===== src/rtl/seg_pkg.sv =====
// seg_pkg: shared definitions for the seven-segment digit multiplexer.
//   - state_t   : display FSM states (IDLE / DEAD / DRIVE)
//   - SEG_TABLE : hex nibble to logical segment pattern {g,f,e,d,c,b,a}, 1 = lit
//   - is_onehot : select validity test (exactly one bit set)
package seg_pkg;

    typedef enum logic [1:0] {
        IDLE  = 2'd0,
        DEAD  = 2'd1,
        DRIVE = 2'd2
    } state_t;

    // Packed table: the leftmost entry is index 15 (F), the rightmost is index 0.
    localparam logic [15:0][6:0] SEG_TABLE = {
        7'b1110001,  // F
        7'b1111001,  // E
        7'b1011110,  // d
        7'b0111001,  // C
        7'b1111100,  // b
        7'b1110111,  // A
        7'b1101111,  // 9
        7'b1111111,  // 8
        7'b0000111,  // 7
        7'b1111101,  // 6
        7'b1101101,  // 5
        7'b1100110,  // 4
        7'b1001111,  // 3
        7'b1011011,  // 2
        7'b0000110,  // 1
        7'b0111111   // 0
    };

    // Clearing the lowest set bit leaves zero only for a single-bit value.
    function automatic logic is_onehot(input logic [31:0] v);
        return (v != 32'd0) && ((v & (v - 32'd1)) == 32'd0);
    endfunction

endpackage


===== src/rtl/seg_digit_mux_hex7seg.sv =====
// hex7seg: combinational hex nibble to seven-segment decoder.
//   nibble  in  4  hex value 0..F
//   seg     out 7  logical segments {g,f,e,d,c,b,a}, 1 = lit
module hex7seg
    import seg_pkg::*;
(
    input  logic [3:0] nibble,
    output logic [6:0] seg
);

    assign seg = SEG_TABLE[nibble];

endmodule


===== src/rtl/seg_digit_mux.sv =====
// seg_digit_mux: drives the anode/cathode pins of a multiplexed seven-segment
// display from a one-hot digit select, with dead-time blanking between digits,
// per-digit blanking, leading-zero suppression and sticky select-error flag.
//   clk      in   1          system clock
//   rst      in   1          asynchronous active-high reset
//   sel      in   DIGITS     one-hot digit select from the rotator
//   data     in   4*DIGITS   hex nibbles, digit i = data[4i+3:4i]
//   blank    in   DIGITS     per-digit force-blank mask
//   dp       in   DIGITS     per-digit decimal point request
//   lz_en    in   1          leading-zero suppression enable
//   an       out  DIGITS     anode pins
//   seg      out  7          cathode pins {g,f,e,d,c,b,a}
//   dp_n     out  1          decimal point cathode pin
//   sel_err  out  1          sticky: an invalid select was seen
module seg_digit_mux
    import seg_pkg::*;
#(
    parameter int DIGITS      = 4,
    parameter int DEAD_CYCLES = 16,
    parameter bit ACTIVE_LOW  = 1'b1
) (
    input  logic                  clk,
    input  logic                  rst,
    input  logic [DIGITS-1:0]     sel,
    input  logic [4*DIGITS-1:0]   data,
    input  logic [DIGITS-1:0]     blank,
    input  logic [DIGITS-1:0]     dp,
    input  logic                  lz_en,
    output logic [DIGITS-1:0]     an,
    output logic [6:0]            seg,
    output logic                  dp_n,
    output logic                  sel_err
);

    localparam int IW = (DIGITS > 1) ? $clog2(DIGITS) : 1;
    // +2 keeps the counter at least one bit wide when DEAD_CYCLES is 0.
    localparam int CW = $clog2(DEAD_CYCLES + 2);
    localparam logic [CW-1:0] CNT_LOAD = CW'(DEAD_CYCLES);

    state_t            state, state_n;
    logic [DIGITS-1:0] sel_q;
    logic [CW-1:0]     cnt, cnt_n;
    logic [IW-1:0]     idx, idx_n;

    logic [IW-1:0]     sel_idx;
    logic              sel_ok;
    logic              sel_chg;
    logic [DIGITS-1:0] lz_mask;
    logic              zero_run;
    logic [3:0]        nib;
    logic [6:0]        seg_dec;
    logic              digit_off;

    logic [DIGITS-1:0] an_d, an_q;
    logic [6:0]        seg_d, seg_q;
    logic              dp_d, dp_q;
    logic              err_d, err_q;

    assign sel_ok  = is_onehot(32'(sel));
    assign sel_chg = (sel != sel_q);

    always_comb begin
        // NOTE: every variable written here gets a default first, so no path
        // leaves it holding its old value and no latch is inferred.
        sel_idx = '0;
        for (int i = 0; i < DIGITS; i++) begin
            if (sel[i]) sel_idx = IW'(i);
        end
    end

    // lz_mask[i] is set when nibbles DIGITS-1 down to i are all zero; digit 0
    // always shows, so its bit is never set.
    always_comb begin
        lz_mask  = '0;
        zero_run = lz_en;
        for (int i = DIGITS - 1; i >= 1; i--) begin
            zero_run   = zero_run && (data[4*i +: 4] == 4'h0);
            lz_mask[i] = zero_run;
        end
    end

    // State register.
    always_ff @(posedge clk or posedge rst) begin
        // NOTE: sequential state uses non-blocking assignments so every
        // register samples values from before the edge, independent of order.
        if (rst) begin
            state <= IDLE;
            sel_q <= '0;
            cnt   <= '0;
            idx   <= '0;
        end else begin
            state <= state_n;
            sel_q <= sel;
            cnt   <= cnt_n;
            idx   <= idx_n;
        end
    end

    // Next-state logic. An invalid select overrides everything.
    always_comb begin
        state_n = state;
        cnt_n   = cnt;
        idx_n   = idx;
        if (!sel_ok) begin
            state_n = IDLE;
        end else begin
            case (state)
                IDLE: begin
                    if (sel_chg || (sel_idx != idx)) begin
                        state_n = DEAD;
                        cnt_n   = CNT_LOAD;
                    end
                end
                DEAD: begin
                    if (sel_chg) begin
                        // A newer select restarts the dead interval.
                        cnt_n = CNT_LOAD;
                    end else if (cnt == '0) begin
                        state_n = DRIVE;
                        idx_n   = sel_idx;
                    end else begin
                        cnt_n = cnt - 1'b1;
                    end
                end
                DRIVE: begin
                    if (sel_chg) begin
                        state_n = DEAD;
                        cnt_n   = CNT_LOAD;
                    end
                end
                default: state_n = IDLE;
            endcase
        end
    end

    // Output logic: the registered outputs are computed from the next state so
    // the pins change on the same edge as the FSM.
    assign nib       = data[{idx_n, 2'b00} +: 4];
    assign digit_off = blank[idx_n] | lz_mask[idx_n];

    hex7seg u_hex7seg (
        .nibble (nib),
        .seg    (seg_dec)
    );

    always_comb begin
        an_d  = '0;
        seg_d = '0;
        dp_d  = 1'b0;
        err_d = err_q | ~sel_ok;
        if (state_n == DRIVE) begin
            an_d[idx_n] = 1'b1;
            if (!digit_off) begin
                seg_d = seg_dec;
                dp_d  = dp[idx_n];
            end
        end
    end

    always_ff @(posedge clk or posedge rst) begin
        if (rst) begin
            an_q  <= '0;
            seg_q <= '0;
            dp_q  <= 1'b0;
            err_q <= 1'b0;
        end else begin
            an_q  <= an_d;
            seg_q <= seg_d;
            dp_q  <= dp_d;
            err_q <= err_d;
        end
    end

    // Board pins are active-low when ACTIVE_LOW is set; sel_err is a status flag.
    assign an      = an_q ^ {DIGITS{ACTIVE_LOW}};
    assign seg     = seg_q ^ {7{ACTIVE_LOW}};
    assign dp_n    = dp_q ^ ACTIVE_LOW;
    assign sel_err = err_q;

endmodule


===== config.mk =====
export PLATFORM = sky130hd
export DESIGN_NAME = seg_digit_mux
export DESIGN_NICKNAME = d
export VERILOG_FILES = /design/src/rtl/seg_pkg.sv /design/src/rtl/seg_digit_mux_hex7seg.sv /design/src/rtl/seg_digit_mux.sv
export SDC_FILE = /design/constraint.sdc
export NUM_CORES = 1
export LEC_CHECK = 0
export BUFFER_PORTS_ARGS = -buffer_cell sky130_fd_sc_hd__buf_2
export CORE_ASPECT_RATIO = 0.5
export CORE_MARGIN = 3
export CORE_UTILIZATION = 45
export CTS_CLUSTER_SIZE = 10
export DETAILED_ROUTE_END_ITERATION = 16
export PLACE_DENSITY = 0.67
export SYNTH_ARGS = -nofsm -noshare
export SYNTH_HDL_FRONTEND = slang
export SYNTH_SLANG_ARGS = --single-unit

===== constraint.sdc =====
create_clock -name clk -period 3.85 [get_ports clk]
set_input_delay 0.77 -clock clk [delete_from_list [all_inputs] [get_ports clk]]
set_output_delay 0.77 -clock clk [all_outputs]
set_load 0.01 [all_outputs]

==> metrics.md <==
| Metric | Value |
|---|---|
| Std cell rows | 16 |
| Ys Warns | 0 |
| Vias in the first global route | 1615 |
| Via/cell ratio | 5.856 |
| Largest net degree at the start of global routing | 27 |
| Clk buf depth | 2 |
| Diode count | 0 |
| Share of cells above drive strength 1 | 0.2755 |
| Clk_skew | 5.642 ps |
| Sequential power share | 0.477 |
| Distinct cells, synth | 65 |
| Max Slew Vio Count | 0 |
| Num CTS Buffers | 3 |
| Final TNS setup | 0 ps |
| DP HPWL | 3.786 mm |
| WP buf/inv | 2 |
| Total Die Area | 5486 µm² |
| H-tree levels | 1 |
| CP Data Arrival Time | 3660 ps |
| Crit-path cells | inv_1 > ha_1 > or4b_4 > nor3_4 > nand4_2 > a2111o_1 > o211ai_2 > inv_1 > ha_1 > o221a_1 > o21bai_1 > a221oi_1 |
| Seq/Total Area, Yosys | 0.3152 |
| Worst R2R End | seg_q[5] |
| Final worst path period share | 0.9026 |
| Routed len/inst | 15.24 µm |
| Leak | 1.024 nW |
| I/O pins | 44 |
| Primary FF master, synth | dfrtp_1 |
| Clk root buf | clkbuf_8 |
| PostCTS Resize Cnt | 0 |
| Clock slew at reported path FFs | 90 ps |
| Power Dens Cells | 248.8 nW/µm² |
| Routed vias | 1868 |
| Buffers on Ports | 43 |
| Global route total overflow | 0 |
| Crit path capture type | flip-flop |
| Least-Margin Pin Slew | 950.7 ps |
| Rel. slew slack | 0.3655 |
| Die W | 101.8 µm |
| Hold path cells | 1 |
| CTS tree | done |
| Initial Util | 0.4982 |
| Status | finished clean |
| Clock share of power | 0.303 |
| First-pass GRT wire length | 7.859 mm |
| EDFF count, synth | 0 |
| Routed wire length | 4.861 mm |
| Core box area | 4144 µm² |
| GRT Overall Usage | 0.1851 |
| Min-delay worst type | reg -> reg |
| Logic pwr share | 0.221 |
| Syn nets | 264 |
| Clk_lat worst skew | 280 ps |
| CP peak stage delay | 490 ps |
| Syn Area/Cell | 9.175 µm² |
| Final Core Density | 0.5722 |
| Sw Pwr | 0.0001690 W |
| Post-CTS setup repair buffer count | 0 |
| Critical Path Start | cnt[0] |
| CP Launch Type | flip-flop |
| Min Tclk post-route | 3475 ps |
| Switching share of power | 0.2866 |
| Max IR drop VDD | 0.1390 mV |
| Nets | 305 |
| Worst hold margin | 473.5 ps |
| Clock sink count | 26 |
| Crit Path Max Fanout | 13 |
| Gpl congestion | 0.8589 |
| Required time of the worst setup path | 4030 ps |
| Critical Path Stages | 12 |
| Synthesized instance count | 225 |
| CP max-delay cell | or4b_4 |
| Antenna violations before repair | 0 |
| Initial detailed-routing violation count | 101 |
| Die height | 53.90 µm |
| Layout Area Growth over Synthesis | 14.85% |
| Setup violations, final | 0 |
| Fraction of registers with async set or reset after synthesis | 1.000 |
| Post-route antenna net violation count | 0 |
| Syn Std Cell Area | 2064 µm² |
| Worst Setup Path Type | reg -> reg |
| Hold Vio Cnt, Final | 0 |
| Max Clock Freq | 287.8 MHz |
| Max-cap violations | 0 |
| R2R Path Start | cnt[0] |
| Critical Path Sink | seg_q[5] |
| R2R depth | 12 |
| Detailed Routing Iterations Pass 1 | 4 |
| RSZ-0062 raised after global routing | no |
| DRC viols | 0 |
| # hold bufs at CTS | 0 |
| CP top delay family | compound AO/OA/AOI/OAI gates |
| Cell Int Power | 0.0004208 W |
| Minimum setup slack among reg-to-reg paths | 370 ps |
| Number of synthesized register bits | 26 |
==> metrics by stage <==
| stage | area, µm² | cells | setup WS (ps) | power (W) |
|---|---|---|---|---|
| finish | 2371 | 319 | 374.9 | 0.0005898 |
| global route | 2371 | 319 | 64.86 | 0.0006218 |
| CTS | 2371 | 319 | 368.6 | 0.0005958 |
| detailed placement | 2316 | 315 | 156.7 | 0.0004161 |
| global placement | 2316 | 315 | 310.8 | 0.0004131 |
| floorplan | 2064 | 225 | 522.6 | 0.0003748 |
==> power groups by stage <==
stage	clock (W)	sequential (W)	combinational [W]
6_report	0.000178	0.000281	0.000130
3_5_place_dp	0	0.000287	0.000130
3_3_place_gp	0	0.000286	0.000127
2_1_floorplan	0	0.000286	0.0000892
5_1_grt	0.000196	0.000282	0.000144
4_1_cts	0.000185	0.000281	0.000130
==> kinds of logic after synthesis <==
| family | count (synthesis) | synth area share |
|---|---|---|
| DFF | 26 | 0.3151 |
| and+or+nand+nor | 76 | 0.2115 |
| xor gates and xnor gates | 10 | 0.04242 |
| muxes | 4 | 0.02000 |
| AOI/OAI and AO/OA | 65 | 0.2873 |
| buffers and inverters | 36 | 0.07515 |
| adders and majority gates | 8 | 0.04849 |
==> synthesized netlist by cell type, types with 5 or more instances <==
cell type | instances | share of area
xor2_1 | 5 | 0.021
nand2b_1 | 6 | 0.018
dfrtp_1 | 26 | 0.32
inv_1 | 22 | 0.040
nand2_1 | 17 | 0.031
nand4_1 | 5 | 0.015
o21ai_0 | 8 | 0.019
ha_1 | 8 | 0.048
nand3_1 | 8 | 0.019
buf_2 | 7 | 0.017
nor2_1 | 16 | 0.029
xnor2_1 | 5 | 0.021
==> sequential cells by signal, indices dropped and copies added, names as in the netlist <==
signal / count
dp_q: 1
sel_q: 4
idx: 2
cnt: 5
seg_q: 7
an_q: 4
sel_err: 1
state: 2
==> layout by cell type, fill, tap and decap left out, types with 5 or more instances in the layout <==
cell type and n:
nand2_1 17, nand4_1 5, o21ai_0 8, nor2_1 16
xnor2_1 5, ha_1 8, xor2_1 5, dfrtp_1 26
nand2b_1 6, buf_2 43, nand3_1 8, inv_1 22
==> how the worst min path moves through the flow <==
stage / startpoint / to / slack [ps]
floorplan: cnt[3] / cnt[3] / 490
global placement: sel_err / sel_err / 450
detailed placement: sel_err / sel_err / 450
CTS: sel_err / sel_err / 480
global route: sel_err / sel_err / 490
finish: sel_err / sel_err / 470
==> per-layer routing <==
layer,part of all wire,vias up,GRT usage
met5,0,-,0
met4,0.010,0,0.04857
met3,0.056,7,0.04140
met2,0.45,55,0.2955
met1,0.48,883,0.2561
li1,-,923,-
==> area by class of cell <==
type | count | area (µm²)
Fill cell | 370 | 1773
Multi-Input combinational cell | 163 | 1259
Sequential cell | 26 | 650.6
Timing Repair Buffer | 47 | 245.2
Inverter | 25 | 93.84
Tap cell | 54 | 67.56
Clock buffer | 4 | 55.05
Note: power is estimated with default switching activity, not from simulation.
